==> src/rtl/pipe_ctrl_pkg.sv <==
// Shared types and defaults for the pipeline stall/flush controller.
package pipe_ctrl_pkg;
  typedef enum logic [1:0] {
    RUN      = 2'd0,
    MEM_WAIT = 2'd1,
    FAULT    = 2'd2
  } state_t;

  localparam int DEF_MULDIV_LAT  = 32;
  localparam int DEF_MEM_TIMEOUT = 255;
  localparam int DEF_CNT_W       = 16;

  typedef struct packed {
    logic pc_stall;
    logic ifid_stall;
    logic ctrl_mux;
    logic ifid_flush;
    logic freeze;
  } ctrl_t;
endpackage

==> src/rtl/pipe_stall_ctrl_if.sv <==
// Hazard/memory/muldiv event inputs and pipeline control outputs of the controller.
interface pipe_stall_ctrl_if #(parameter int CNT_W = pipe_ctrl_pkg::DEF_CNT_W);
  logic             HazardReq;
  logic             MulDivStart;
  logic             IDUsesHiLo;
  logic             BranchTaken;
  logic             MemReq;
  logic             MemReady;
  logic             PCStall;
  logic             IFIDStall;
  logic             ControlMux;
  logic             IFIDFlush;
  logic             PipeFreeze;
  logic             MulDivBusy;
  logic             MemError;
  logic [CNT_W-1:0] StallCycles;
  logic [CNT_W-1:0] FlushCount;

  modport master (
    output HazardReq, MulDivStart, IDUsesHiLo, BranchTaken, MemReq, MemReady,
    input  PCStall, IFIDStall, ControlMux, IFIDFlush, PipeFreeze,
           MulDivBusy, MemError, StallCycles, FlushCount
  );

  modport slave (
    input  HazardReq, MulDivStart, IDUsesHiLo, BranchTaken, MemReq, MemReady,
    output PCStall, IFIDStall, ControlMux, IFIDFlush, PipeFreeze,
           MulDivBusy, MemError, StallCycles, FlushCount
  );
endinterface

==> src/rtl/sat_counter.sv <==
// Saturating up-counter; holds at all-ones instead of wrapping.
module sat_counter #(
  parameter int W = 16
) (
  input  logic         Clk,
  input  logic         clr,
  input  logic         inc,
  output logic [W-1:0] o_cnt
);
  logic [W-1:0] r_cnt;

  always_ff @(posedge Clk) begin
    if (clr)                  r_cnt <= '0;
    else if (inc && ~&r_cnt)  r_cnt <= r_cnt + 1'b1;
  end

  assign o_cnt = r_cnt;
endmodule

==> src/rtl/pipe_stall_ctrl.sv <==
// Central stall/flush controller: memory-wait FSM, mul/div busy window,
// priority merge of freeze > front stall > flush, and perf counters.
module pipe_stall_ctrl
  import pipe_ctrl_pkg::*;
#(
  parameter int MULDIV_LAT  = DEF_MULDIV_LAT,
  parameter int MEM_TIMEOUT = DEF_MEM_TIMEOUT,
  parameter int CNT_W       = DEF_CNT_W
) (
  input logic               Clk,
  input logic               Rst,
  pipe_stall_ctrl_if.slave  bus
);
  localparam int MD_W = $clog2(MULDIV_LAT + 1);
  localparam int WT_W = $clog2(MEM_TIMEOUT + 1);

  state_t          r_state, w_next;
  logic [MD_W-1:0] r_md;
  logic [WT_W-1:0] r_wait;
  logic [WT_W-1:0] w_wait_inc;
  logic            w_freeze, w_front, w_md_busy;
  ctrl_t           w_ctrl;

  assign w_md_busy  = (r_md != '0);
  assign w_wait_inc = r_wait + 1'b1;
  assign w_freeze   = (bus.MemReq && !bus.MemReady) || (r_state == FAULT);
  assign w_front    = !w_freeze && (bus.HazardReq || (w_md_busy && bus.IDUsesHiLo));

  always_comb begin
    w_ctrl            = '0;
    w_ctrl.freeze     = w_freeze;
    w_ctrl.pc_stall   = w_freeze || w_front;
    w_ctrl.ifid_stall = w_freeze || w_front;
    w_ctrl.ctrl_mux   = w_front;
    w_ctrl.ifid_flush = bus.BranchTaken && !w_freeze && !w_front;
  end

  always_comb begin
    w_next = r_state;
    case (r_state)
      RUN:      if (bus.MemReq && !bus.MemReady) w_next = MEM_WAIT;
      MEM_WAIT: begin
        if (bus.MemReady)                          w_next = RUN;
        else if (w_wait_inc == WT_W'(MEM_TIMEOUT)) w_next = FAULT;
      end
      FAULT:    w_next = FAULT;
      default:  w_next = RUN;
    endcase
  end

  always_ff @(posedge Clk) begin
    if (Rst) r_state <= RUN;
    else     r_state <= w_next;
  end

  // Wait count is held at zero in RUN, so it starts from zero on every entry.
  always_ff @(posedge Clk) begin
    if (Rst)                        r_wait <= '0;
    else if (r_state == RUN)        r_wait <= '0;
    else if (r_state == MEM_WAIT)   r_wait <= w_wait_inc;
  end

  // Starts are only accepted when the EX instruction actually advances.
  always_ff @(posedge Clk) begin
    if (Rst)                               r_md <= '0;
    else if (bus.MulDivStart && !w_freeze) r_md <= MD_W'(MULDIV_LAT);
    else if (w_md_busy)                    r_md <= r_md - 1'b1;
  end

  assign bus.PCStall    = w_ctrl.pc_stall;
  assign bus.IFIDStall  = w_ctrl.ifid_stall;
  assign bus.ControlMux = w_ctrl.ctrl_mux;
  assign bus.IFIDFlush  = w_ctrl.ifid_flush;
  assign bus.PipeFreeze = w_ctrl.freeze;
  assign bus.MulDivBusy = w_md_busy;
  assign bus.MemError   = (r_state == FAULT);

  sat_counter #(.W(CNT_W)) u_stall_cnt (
    .Clk   (Clk),
    .clr   (Rst),
    .inc   (w_ctrl.pc_stall),
    .o_cnt (bus.StallCycles)
  );

  sat_counter #(.W(CNT_W)) u_flush_cnt (
    .Clk   (Clk),
    .clr   (Rst),
    .inc   (w_ctrl.ifid_flush),
    .o_cnt (bus.FlushCount)
  );
endmodule

==> src/flat_wrapper.sv <==
// flat-port wrapper written by rule: the top's interface ports become plain ports
module pipe_stall_ctrl_flat import pipe_ctrl_pkg::*;
#(
  parameter int MULDIV_LAT  = DEF_MULDIV_LAT,
  parameter int MEM_TIMEOUT = DEF_MEM_TIMEOUT,
  parameter int CNT_W       = DEF_CNT_W
)
  (Clk, Rst, bus_HazardReq, bus_MulDivStart, bus_IDUsesHiLo, bus_BranchTaken, bus_MemReq, bus_MemReady, bus_PCStall, bus_IFIDStall, bus_ControlMux, bus_IFIDFlush, bus_PipeFreeze, bus_MulDivBusy, bus_MemError, bus_StallCycles, bus_FlushCount);
  pipe_stall_ctrl_if #(.CNT_W(CNT_W)) bus_i ();
  input logic Clk;
  input logic Rst;
  input wire logic [$bits(bus_i.HazardReq)-1:0] bus_HazardReq;
  input wire logic [$bits(bus_i.MulDivStart)-1:0] bus_MulDivStart;
  input wire logic [$bits(bus_i.IDUsesHiLo)-1:0] bus_IDUsesHiLo;
  input wire logic [$bits(bus_i.BranchTaken)-1:0] bus_BranchTaken;
  input wire logic [$bits(bus_i.MemReq)-1:0] bus_MemReq;
  input wire logic [$bits(bus_i.MemReady)-1:0] bus_MemReady;
  output wire logic [$bits(bus_i.PCStall)-1:0] bus_PCStall;
  output wire logic [$bits(bus_i.IFIDStall)-1:0] bus_IFIDStall;
  output wire logic [$bits(bus_i.ControlMux)-1:0] bus_ControlMux;
  output wire logic [$bits(bus_i.IFIDFlush)-1:0] bus_IFIDFlush;
  output wire logic [$bits(bus_i.PipeFreeze)-1:0] bus_PipeFreeze;
  output wire logic [$bits(bus_i.MulDivBusy)-1:0] bus_MulDivBusy;
  output wire logic [$bits(bus_i.MemError)-1:0] bus_MemError;
  output wire logic [$bits(bus_i.StallCycles)-1:0] bus_StallCycles;
  output wire logic [$bits(bus_i.FlushCount)-1:0] bus_FlushCount;
  assign bus_i.HazardReq = bus_HazardReq;
  assign bus_i.MulDivStart = bus_MulDivStart;
  assign bus_i.IDUsesHiLo = bus_IDUsesHiLo;
  assign bus_i.BranchTaken = bus_BranchTaken;
  assign bus_i.MemReq = bus_MemReq;
  assign bus_i.MemReady = bus_MemReady;
  assign bus_PCStall = bus_i.PCStall;
  assign bus_IFIDStall = bus_i.IFIDStall;
  assign bus_ControlMux = bus_i.ControlMux;
  assign bus_IFIDFlush = bus_i.IFIDFlush;
  assign bus_PipeFreeze = bus_i.PipeFreeze;
  assign bus_MulDivBusy = bus_i.MulDivBusy;
  assign bus_MemError = bus_i.MemError;
  assign bus_StallCycles = bus_i.StallCycles;
  assign bus_FlushCount = bus_i.FlushCount;
  pipe_stall_ctrl #(.MULDIV_LAT(MULDIV_LAT), .MEM_TIMEOUT(MEM_TIMEOUT), .CNT_W(CNT_W)) u_core (.Clk(Clk), .Rst(Rst), .bus(bus_i));
endmodule
==> config.mk <==
export PLATFORM = sky130hd
export DESIGN_NAME = pipe_stall_ctrl_flat
export DESIGN_NICKNAME = d
export VERILOG_FILES = /design/src/rtl/pipe_ctrl_pkg.sv /design/src/rtl/pipe_stall_ctrl_if.sv /design/src/rtl/sat_counter.sv /design/src/rtl/pipe_stall_ctrl.sv /design/src/flat_wrapper.sv
export SDC_FILE = /design/constraint.sdc
export NUM_CORES = 1
export LEC_CHECK = 0
export CORE_MARGIN = 2
export CORE_UTILIZATION = 45
export CTS_CLUSTER_DIAMETER = 120
export DETAILED_ROUTE_END_ITERATION = 8
export GPL_TIMING_DRIVEN = 0
export PLACE_DENSITY = 0.7
export SLEW_MARGIN = 20
export SYNTH_ARGS = -nofsm -noshare
export SYNTH_HDL_FRONTEND = slang
export SYNTH_SLANG_ARGS = --single-unit
export TNS_END_PERCENT = 20
==> constraint.sdc <==
create_clock -name Clk -period 2.6 [get_ports Clk]
set_clock_uncertainty 0.15 [all_clocks]
set_input_delay 0.26 -clock Clk [delete_from_list [all_inputs] [get_ports Clk]]
set_output_delay 0.26 -clock Clk [all_outputs]
set_load 0.02 [all_outputs]
==> impl_metrics.yaml <==
placement:
  post-place-cells: 426
  gp_congestion: 0.802
  place_hpwl_mm: 4.25
  dpl_cell_area_um2: 3140
  pre_cts_slack_ns: -0.195
  io_buffers: 46
die:
  floorplan.initialDensity: 0.467
  coreArea_um2: 5540
  fp.dieH_um: 79.8
  die_area_um2: 6370
  rows: 27
  die_w_um: 79.8
  num_io_pins: 47
timing:
  maxSlewHeadroom: 0.619
  worst_slew_pin_slew_ns: 0.572
  slew_viol_final: 0
  final_hold_viol_count: 0
  period_share: 0.987
  finalSetupTns_ns: 0
  fin_crit_ns: 2.57
  max_freq_ghz: 0.390
  finalSetupViolCount: 0
  finalWorstSetupSlack_ns: 0.0342
  grt_setup_unrepaired: "true"
synth:
  synth_edf_count: 0
  yosys.area_share.xor_xnor: 0.0406
  ys_seq_area_frac: 0.371
  synth-simple-area-share: 0.305
  synth_mux_area_frac: 0.0387
  async_reset_ff_frac: 0
  synthTopCellsByArea: "dfxtp_1 (37%), a21oi_1 (5.6%), nor2_1 (4.8%)"
  yosys_register_bits: 48
  synth_top_family_by_area: "simple AND/OR/NAND/NOR gates"
  synth.distinct_cells: 49
  syn-cell-area_um2: 2590
  yosysWarnings: 0
  synth_compound_area_frac: 0.168
  syn_avg_cell_area_um2: 8.40
  syn_inst: 308
  yosysTopAreaCellShare: 0.371
  yosys.area.top_type: "dfxtp_1"
  synth_fp_nets: 322
  yosys.area_share.adder: 0.0290
  synthFlopType: "dfxtp_1"
clock_network:
  cts_max_level: 2
  cts-root-buf: "clkbuf_8"
  clkSinkCount: 48
  clk_pin_slew_worst_paths_ns: 0.09
  clock_latency_ns: 0.30
  cts_setup_buffers: 0
  cts.path.max_buffers: 2
  cts_tree: "yes"
  cts_buffers: 5
setup_path:
  cpPeakStageDelay_ns: 0.61
  critical_path_class: "flop to primary output"
  endpoint_kind: "primary output"
  reg2reg_from: "u_core.r_state[0]"
  cp.required_ns: 2.19
  worstPathMaxFanout: 9
  path_cells: "buf_6, nand2b_4, inv_4, nor4b_4, and2_1, clkdlybuf4s50_1"
  start_kind: "flop"
  reg2reg_depth: 7
  path_delay_family: "buffers and inverters"
  crit_path_start: "u_core.r_state[0]"
  cp.depth: 6
  slowest_stage: "clkdlybuf4s50_1"
  worst_ep_arrival_time_ns: 2.16
  critPathBufInv: 3
worst_hold_path:
  min_from: "u_core.r_wait[6]"
  min_path_type: "flop to flop"
  hold_depth: 2
run:
  drv_cap: 0
cells_and_area:
  fin_cells: 431
  layout-drive-gt1-share: 0.0864
  design_area_um2: 3230
  layout.nets: 375
  area_growth_pct: 24.7
  final_util: 0.582
  diodes: 0
global_route:
  grt_max_degree: 13
  overflow: 0
  grt_pass1_wl_mm: 9.96
  grt_pass1_vias: 2113
  grt_use_total: 0.195
  antenna_found_initial: 0
power:
  irDropWorstVdd_v: 0.000532
  clkPwrFrac: 0.214
  power_density_nw_per_um2: 595
  p_sw_mw: 0.649
  switching_share: 0.338
  internal_power_mw: 1.27
  power_leakage_nw: 1.11
  combPwrFrac: 0.347
  seq_power_share: 0.439
routing:
  drt-wirelength-per-cell_um: 13.7
  viasPerCell: 5.54
  drt_iter0_drc: 96
  ant_nets: 0
  drc: 0
  drt_pre_antenna_iters: 4
  num_vias: 2387
  wl_mm: 5.90
run_status:
  status: "finished, final reports clean"
[cells in the mapped netlist (all sizes together) (7+ instances only)]
cell type / n
o21ai: 17
nand4: 9
or3: 17
mux2: 8
nor3: 7
and4: 7
inv: 11
o31ai: 8
dfxtp: 48
and2: 7
nor2: 33
or4: 7
nand2: 20
xor2: 8
nand3: 13
buf: 8
a21oi: 29
[sequential cells by signal, indices dropped and copies added, names as in the netlist]
| signal | cells |
|---|---|
| u_core.r_md | 6 |
| u_core.r_state | 2 |
| u_core.r_wait | 8 |
| u_core.u_flush_cnt.o_cnt | 16 |
| u_core.u_stall_cnt.o_cnt | 16 |
[kinds of logic (layout without fill, tap and decap cells)]
group	count (synthesis)	after routing
compound gates	69	69
fa+ha+maj	6	6
mux	9	9
simple gates	140	140
buf+inv	24	75
flops	48	48
xor+xnor	12	12
[cell type report]
| class | instances | area (um2) |
|---|---|---|
| fillers | 510 | 2310 |
| multi-input cells | 236 | 1520 |
| flip-flops and latches | 48 | 961 |
| repair buffers | 46 | 459 |
| well taps | 72 | 90.1 |
| plain buffers | 13 | 83.8 |
| clock buffers | 5 | 68.8 |
| inverters | 11 | 43.8 |
[cells in the final DEF (no fill, tap or decap), drive strengths merged, types with 2 or more instances in the layout]
cell type	netlist	final
dfxtp	48	48
clkdlybuf4s50	0	43
nor2	33	33
a21oi	29	29
nand2	20	20
o21ai	17	17
or3	17	17
nand3	13	13
inv	11	11
clkbuf	5	10
nand4	9	9
buf	8	9
o31ai	8	8
xor2	8	8
mux2	8	8
and2	7	7
or4	7	7
nor3	7	7
and4	7	7
nor2b	6	6
ha	6	6
a22oi	5	5
xnor2	4	4
nor4	3	3
nand2b	3	3
and3	2	2
a311oi	2	2
nor4b	2	2
o211ai	2	2
[what timing repair did]
item                       in CTS  in global routing
hold buffers                    0                  0
resized for setup               4                  6
gates cloned                    0                  0
setup endpoints to repair       2                  3
[power groups by stage]
stage | sequential, mW | combinational (mW) | clock [mW]
after floorplan | 0.865 | 0.459 | 0
after global placement | 0.859 | 0.634 | 0
after detailed placement | 0.860 | 0.643 | 0
after CTS | 0.843 | 0.649 | 0.423
after global routing | 0.854 | 0.725 | 0.444
final | 0.843 | 0.667 | 0.410
[worst register-to-register path: cells and delay by family (launching register included)]
kind,cells,cell delay (ns)
AND/OR/NAND/NOR,3,0.63
flip-flops,1,0.33
AO/OA/AOI/OAI,1,0.46
multiplexers,1,0.28
buffers and inverters,2,0.18
[per-stage QoR]
step                      total power, mW  hold slack, ns
after floorplan                      1.32           0.189
final                                1.92           0.341
after global placement               1.49           0.324
after CTS                            1.92           0.338
after detailed placement             1.50           0.325
after global routing                 2.02           0.364
[per-layer routing]
metal	track usage	wire [um]
met1	0.268	2900
met3	0.0520	304
met4	0.0610	56
met2	0.299	2640
met5	0	0
[final timing paths]
check / to / slack [ns]
max: bus_IFIDFlush / 0.03
min: u_core.r_wait[6] / 0.34
max reg2reg: u_core.u_stall_cnt.o_cnt[6] / 0.48
min reg2reg: u_core.r_wait[6] / 0.34
No activity file was read; power rests on OpenSTA's default activity.
